`config.mk`:
```
export PLATFORM = sky130hd
export DESIGN_NAME = pc_branch_unit
export DESIGN_NICKNAME = d
export VERILOG_FILES = /design/src/rtl/pc_branch_unit.sv
export SDC_FILE = /design/constraint.sdc
export NUM_CORES = 1
export LEC_CHECK = 0
export ABC_AREA = 1
export CAP_MARGIN = 20
export CORE_MARGIN = 2
export CORE_UTILIZATION = 42
export DETAILED_ROUTE_END_ITERATION = 6
export GPL_TIMING_DRIVEN = 0
export PLACE_DENSITY = 0.73
export SLEW_MARGIN = 20
export SYNTH_ARGS = -nofsm -noshare
export SYNTH_HDL_FRONTEND = slang
export SYNTH_SLANG_ARGS = --single-unit
```
`constraint.sdc`:
```
create_clock -name clk -period 6.94 [get_ports clk]
set_input_delay 1.041 -clock clk [delete_from_list [all_inputs] [get_ports clk]]
set_output_delay 1.041 -clock clk [all_outputs]
set_load 0.1 [all_outputs]
```
`src/rtl/pc_branch_unit.sv`:
```
// pc_branch_unit
//   Owns the architectural PC, the condition-flag register {C,Z,S,V} and a
//   hardware return-address stack. Consumes one-hot branch strobes from
//   decode and produces the next fetch address each advanced cycle.
//
// Ports
//   clk, rst_n          clock (rising edge), asynchronous active-low reset
//   en                  advance enable; 0 holds every piece of state
//   b .. bnv, Call, Ret branch strobes from decode
//   offset              signed byte offset for relative branches and Call
//   reg_target          register operand for br
//   alu_c/z/s/v         flag results of the current ALU op
//   flag_we             load the flag register at this edge
//   pc                  registered fetch address
//   pc_plus4            pc + 4 (combinational)
//   taken               last advanced cycle redirected the PC
//   flags               registered {C,Z,S,V}
//   ras_depth           return-stack occupancy (0 .. RAS_DEPTH)
//   ras_ovf, ras_unf    sticky stack overflow / underflow errors
module pc_branch_unit #(
  parameter int              PC_W      = 32,
  parameter int              OFF_W     = 22,
  parameter int              RAS_DEPTH = 8,
  parameter logic [PC_W-1:0] RESET_PC  = '0
) (
  input  logic                           clk,
  input  logic                           rst_n,
  input  logic                           en,
  input  logic                           b,
  input  logic                           br,
  input  logic                           bz,
  input  logic                           bnz,
  input  logic                           bcy,
  input  logic                           bncy,
  input  logic                           bs,
  input  logic                           bns,
  input  logic                           bv,
  input  logic                           bnv,
  input  logic                           Call,
  input  logic                           Ret,
  input  logic [OFF_W-1:0]               offset,
  input  logic [PC_W-1:0]                reg_target,
  input  logic                           alu_c,
  input  logic                           alu_z,
  input  logic                           alu_s,
  input  logic                           alu_v,
  input  logic                           flag_we,
  output logic [PC_W-1:0]                pc,
  output logic [PC_W-1:0]                pc_plus4,
  output logic                           taken,
  output logic [3:0]                     flags,
  output logic [$clog2(RAS_DEPTH):0]     ras_depth,
  output logic                           ras_ovf,
  output logic                           ras_unf
);

  localparam int PTR_W = $clog2(RAS_DEPTH);
  localparam int DEP_W = PTR_W + 1;

  // Word alignment mask: targets always land on a 4-byte boundary.
  localparam logic [PC_W-1:0] ALIGN = ~PC_W'(3);

  logic [PC_W-1:0]  ras_mem [RAS_DEPTH];

  logic [PC_W-1:0]  rel_target;
  logic [PC_W-1:0]  reg_aligned;
  logic [PTR_W-1:0] top_idx;
  logic [PTR_W-1:0] push_idx;
  logic             ras_full;
  logic             ras_empty;
  logic             cond_hit;
  logic             cond_ok;
  logic [PC_W-1:0]  next_pc;
  logic             redirect;
  logic             do_push;
  logic             do_pop;
  logic             set_ovf;
  logic             set_unf;

  // Flag register layout {C,Z,S,V}.
  logic flag_c, flag_z, flag_s, flag_v;
  assign {flag_c, flag_z, flag_s, flag_v} = flags;

  assign pc_plus4    = pc + PC_W'(4);
  assign rel_target  = (pc + {{(PC_W-OFF_W){offset[OFF_W-1]}}, offset}) & ALIGN;
  assign reg_aligned = reg_target & ALIGN;

  assign ras_full  = (ras_depth == DEP_W'(RAS_DEPTH));
  assign ras_empty = (ras_depth == '0);
  // A full stack has depth RAS_DEPTH whose low PTR_W bits are 0, so the
  // wrapped decrement still points at the last entry.
  assign top_idx   = ras_depth[PTR_W-1:0] - PTR_W'(1);
  assign push_idx  = ras_depth[PTR_W-1:0];

  // Conditional strobes resolve in a fixed order; only the first asserted
  // one is evaluated, so a false winner masks a true lower-priority strobe.
  always_comb begin
    // NOTE: every combinational output gets a default first so no path
    // leaves it unassigned, which would infer a latch.
    cond_hit = 1'b1;
    cond_ok  = 1'b0;
    if      (bz)   cond_ok = flag_z;
    else if (bnz)  cond_ok = !flag_z;
    else if (bcy)  cond_ok = flag_c;
    else if (bncy) cond_ok = !flag_c;
    else if (bs)   cond_ok = flag_s;
    else if (bns)  cond_ok = !flag_s;
    else if (bv)   cond_ok = flag_v;
    else if (bnv)  cond_ok = !flag_v;
    else           cond_hit = 1'b0;
  end

  // Strobe priority: Ret > Call > br > b > conditionals.
  always_comb begin
    next_pc  = pc_plus4;
    redirect = 1'b0;
    do_push  = 1'b0;
    do_pop   = 1'b0;
    set_ovf  = 1'b0;
    set_unf  = 1'b0;
    if (Ret) begin
      if (!ras_empty) begin
        do_pop   = 1'b1;
        next_pc  = ras_mem[top_idx];
        redirect = 1'b1;
      end else begin
        set_unf = 1'b1;
      end
    end else if (Call) begin
      next_pc  = rel_target;
      redirect = 1'b1;
      if (ras_full) set_ovf = 1'b1;
      else          do_push = 1'b1;
    end else if (br) begin
      next_pc  = reg_aligned;
      redirect = 1'b1;
    end else if (b || (cond_hit && cond_ok)) begin
      next_pc  = rel_target;
      redirect = 1'b1;
    end
  end

  // NOTE: stack storage has no reset; its contents are meaningless until
  // pushed, and ras_depth (which is reset) gates every read.
  always_ff @(posedge clk) begin
    if (en && do_push) ras_mem[push_idx] <= pc_plus4;
  end

  always_ff @(posedge clk or negedge rst_n) begin
    // NOTE: sequential state uses non-blocking assignments so every
    // register samples pre-edge values, independent of statement order.
    if (!rst_n) begin
      pc        <= RESET_PC;
      taken     <= 1'b0;
      flags     <= 4'b0000;
      ras_depth <= '0;
      ras_ovf   <= 1'b0;
      ras_unf   <= 1'b0;
    end else if (en) begin
      pc    <= next_pc;
      taken <= redirect;
      // Branches this cycle already used the old flags above.
      if (flag_we) flags <= {alu_c, alu_z, alu_s, alu_v};
      if (do_push)      ras_depth <= ras_depth + DEP_W'(1);
      else if (do_pop)  ras_depth <= ras_depth - DEP_W'(1);
      if (set_ovf) ras_ovf <= 1'b1;
      if (set_unf) ras_unf <= 1'b1;
    end
  end

endmodule
```
==> impl_metrics.py <==
metrics = {
    "drt": {
        "vias": 14411,
        "via_per_inst": 5.60,
        "detail-route-antenna-nets": 0,
        "post_drt_wl_per_cell_um": 22.0,
        "drt_wl_total_mm": 56.6,
        "drt-pass1-iter-count": 5,
        "drt_iter0_markers": 1373,
        "drc": 0,
    },
    "cts": {
        "ctsResizeCount": 0,
        "clock_latency_ns": 0.55,
        "cts_setup_buffers": 0,
        "clock-sinks": 299,
        "clkTransAtPathRegs_ns": 0.06,
        "ctsHoldBuffers": 0,
        "htreeDepth": 1,
        "cts_inserted_buffers": 29,
        "clk_path_buf_depth": 3,
        "cts_root_buf": "clkbuf_16",
        "cts_tree": "built",
    },
    "layout": {
        "fin_cells": 2575,
        "final_net_count": 2143,
        "drive_above_1_share_pct": 5.69,
        "area_growth_pct": 20.7,
        "utilization_pct": 51.1,
    },
    "logic_synthesis": {
        "syn_area_per_cell_um2": 8.78,
        "ys_warn_count": 0,
        "syn-num-nets": 1959,
        "syn_inst": 1850,
        "syn_area_um2": 16200,
        "synth-seq-cells": 299,
        "synth-edff-count": 256,
        "async_reset_ff_share_pct": 14.4,
        "ys_seq_area_share_pct": 53.9,
        "synth.distinct_cells": 44,
        "yosys_most_used_dff": "edfxtp_1",
    },
    "global_route": {
        "grt_pass1_wl_mm": 84.7,
        "grt_max_degree": 30,
        "antenna_found_initial": 2,
        "grt_pass1_vias": 14283,
        "overflow": 0,
        "track_usage_pct": 27.6,
    },
    "run_status": {
        "status": "complete, no violations",
    },
    "timing": {
        "rsz0062_at_grt": "false",
        "fin_crit_sh_pct": 76.9,
        "setup_tns_ns": 0,
        "drv_slew": 0,
        "worst_pin_slew_ns": 1.16,
        "setup_slack_ns": 1.60,
        "final.setup_skew_ns": 0.0157,
        "post-route-min-period_ns": 5.34,
        "final-hold-violation-count": 0,
        "slew_headroom_pct": 22.1,
        "max_freq_mhz": 187,
        "setup_violations": 0,
    },
    "placed_design": {
        "dp_cells": 2521,
        "io_buffers": 144,
        "dpl_worst_slack_ns": 2.18,
        "dpl.hpwl_mm": 43.2,
        "place.gp.congestion": 0.959,
    },
    "floorplanning": {
        "start_util_pct": 42.3,
        "ioPinCount": 149,
        "die_area_um2": 40300,
        "rows": 72,
        "die_h_um": 201,
        "core_um2": 38400,
        "die_w_um": 201,
    },
    "min_path": {
        "hold_path_class": "in -> async",
    },
    "setup_path": {
        "critical_path_required_ns": 5.90,
        "crit_type": "reg -> out",
        "r2r_cells": 12,
        "end_kind": "primary output",
        "worst_setup_path_start_kind": "flip-flop",
        "crit_fanout": 10,
        "crit_arrival_ns": 4.29,
        "rrSetupSlack_ns": 2.84,
    },
    "run": {
        "cap_violations": 0,
    },
}
[worst paths after layout]
check                          endpoint         start
setup / recovery           pc_plus4[27]        pc[14]
hold / removal             ras_depth[1]         rst_n
setup reg to reg                 pc[22]  ras_depth[0]
hold reg to reg                 ras_ovf       ras_ovf
max in group asynchronous        pc[18]         rst_n
min in group clk                ras_ovf       ras_ovf
[routing by layer]
metal  vias up  share of wire [%]  track usage, %
met5         -                  0               0
met4         0                4.3            11.2
met3       146                9.0            3.70
met2       784                 48            47.5
met1      6788                 38            35.1
li1       6693                  -               -
[through the flow]
stage / hold WS [ns] / instance area (um^2)
after floorplan: 0.633 / 16200
after global routing: 0.411 / 19600
after detailed placement: 0.476 / 18600
after global placement: 0.461 / 18300
after CTS: 0.390 / 19600
final: 0.391 / 19600
[cells in the final DEF (no fill, tap or decap), drive strengths merged, types with 4 or more instances in the layout]
master and instances:
o211ai 33, xor2 17, nand3 86, ha 34, dfrtp 43, nand3b 12
mux2 4, clkdlybuf4s50 143, nor3 12, clkinvlp 5, clkbuf 88, a21oi 103
inv 180, buf 36, o221ai 32, clkinv 10, o21bai 6, bufinv 4
nor2 276, edfxtp 256, nand4 12, xnor2 17, o22ai 35, nand2 426
o21ai 171
[synthesized netlist by cell type, types with 2 or more instances]
cell type / n / area share, %
a21oi_1: 103 / 3.2
a22oi_1: 2 / 0.092
and2_1: 2 / 0.077
buf_1: 3 / 0.069
buf_2: 20 / 0.62
buf_4: 3 / 0.14
clkbuf_1: 43 / 0.99
clkbuf_4: 2 / 0.092
clkbuf_8: 9 / 0.76
clkinv_1: 3 / 0.069
dfrtp_1: 43 / 6.6
edfxtp_1: 256 / 47
ha_1: 34 / 2.6
inv_1: 175 / 4.0
inv_2: 3 / 0.069
mux2_2: 4 / 0.28
nand2_1: 425 / 9.8
nand3_1: 84 / 2.6
nand3_2: 2 / 0.12
nand3b_1: 12 / 0.55
nand4_1: 12 / 0.46
nor2_1: 275 / 6.4
nor3_1: 10 / 0.31
nor3_2: 2 / 0.12
nor4_1: 2 / 0.077
o211ai_1: 33 / 1.5
o21ai_0: 166 / 5.1
o21ai_1: 5 / 0.15
o21bai_1: 6 / 0.28
o221ai_1: 32 / 1.7
o22ai_1: 35 / 1.3
xnor2_1: 16 / 0.86
xor2_1: 17 / 0.92
[registers in the layout (all words and copies together), names as in the netlist]
signal     count
ras_mem      256
pc            32
flags          4
ras_depth      4
ras_ovf        1
ras_unf        1
taken          1
[critical path: stages, from the launching register on]
cell and delay (ns):
dfrtp_1 0.55, nand2_1 0.16, nor2_1 0.25, nand2_1 0.17, nor4_1 0.33, nand2_1 0.12
xnor2_1 0.86, clkdlybuf4s50_1 1.30
[area by class of cell]
class / instances / area [um^2]
antenna: 2 / 5.00
buffer: 81 / 443
multi-input combinational: 1289 / 6470
tap: 518 / 648
clock buffer: 34 / 744
sequential: 299 / 8760
timing repair buffer: 153 / 1650
inverter: 181 / 679
clock inverter: 18 / 206
fill: 3570 / 18800
[cells by family (layout without fill, tap and decap cells)]
kind of cell             count (synthesis)  after routing  synth area share (%)
AND/OR/NAND/NOR                        830            830                  20.7
multiplexers                             4              4                 0.277
buffers and inverters                  262            467                  6.91
XOR/XNOR                                34             34                  1.88
other                                    0              2                     0
adder cells (fa/ha/maj)                 35             35                  2.74
AO/OA/AOI/OAI                          386            386                  13.6
flip-flops                             299            299                  53.9
Power is not shown: default switching activity piles up to over one toggle a cycle in this logic, so the estimate is an artifact.
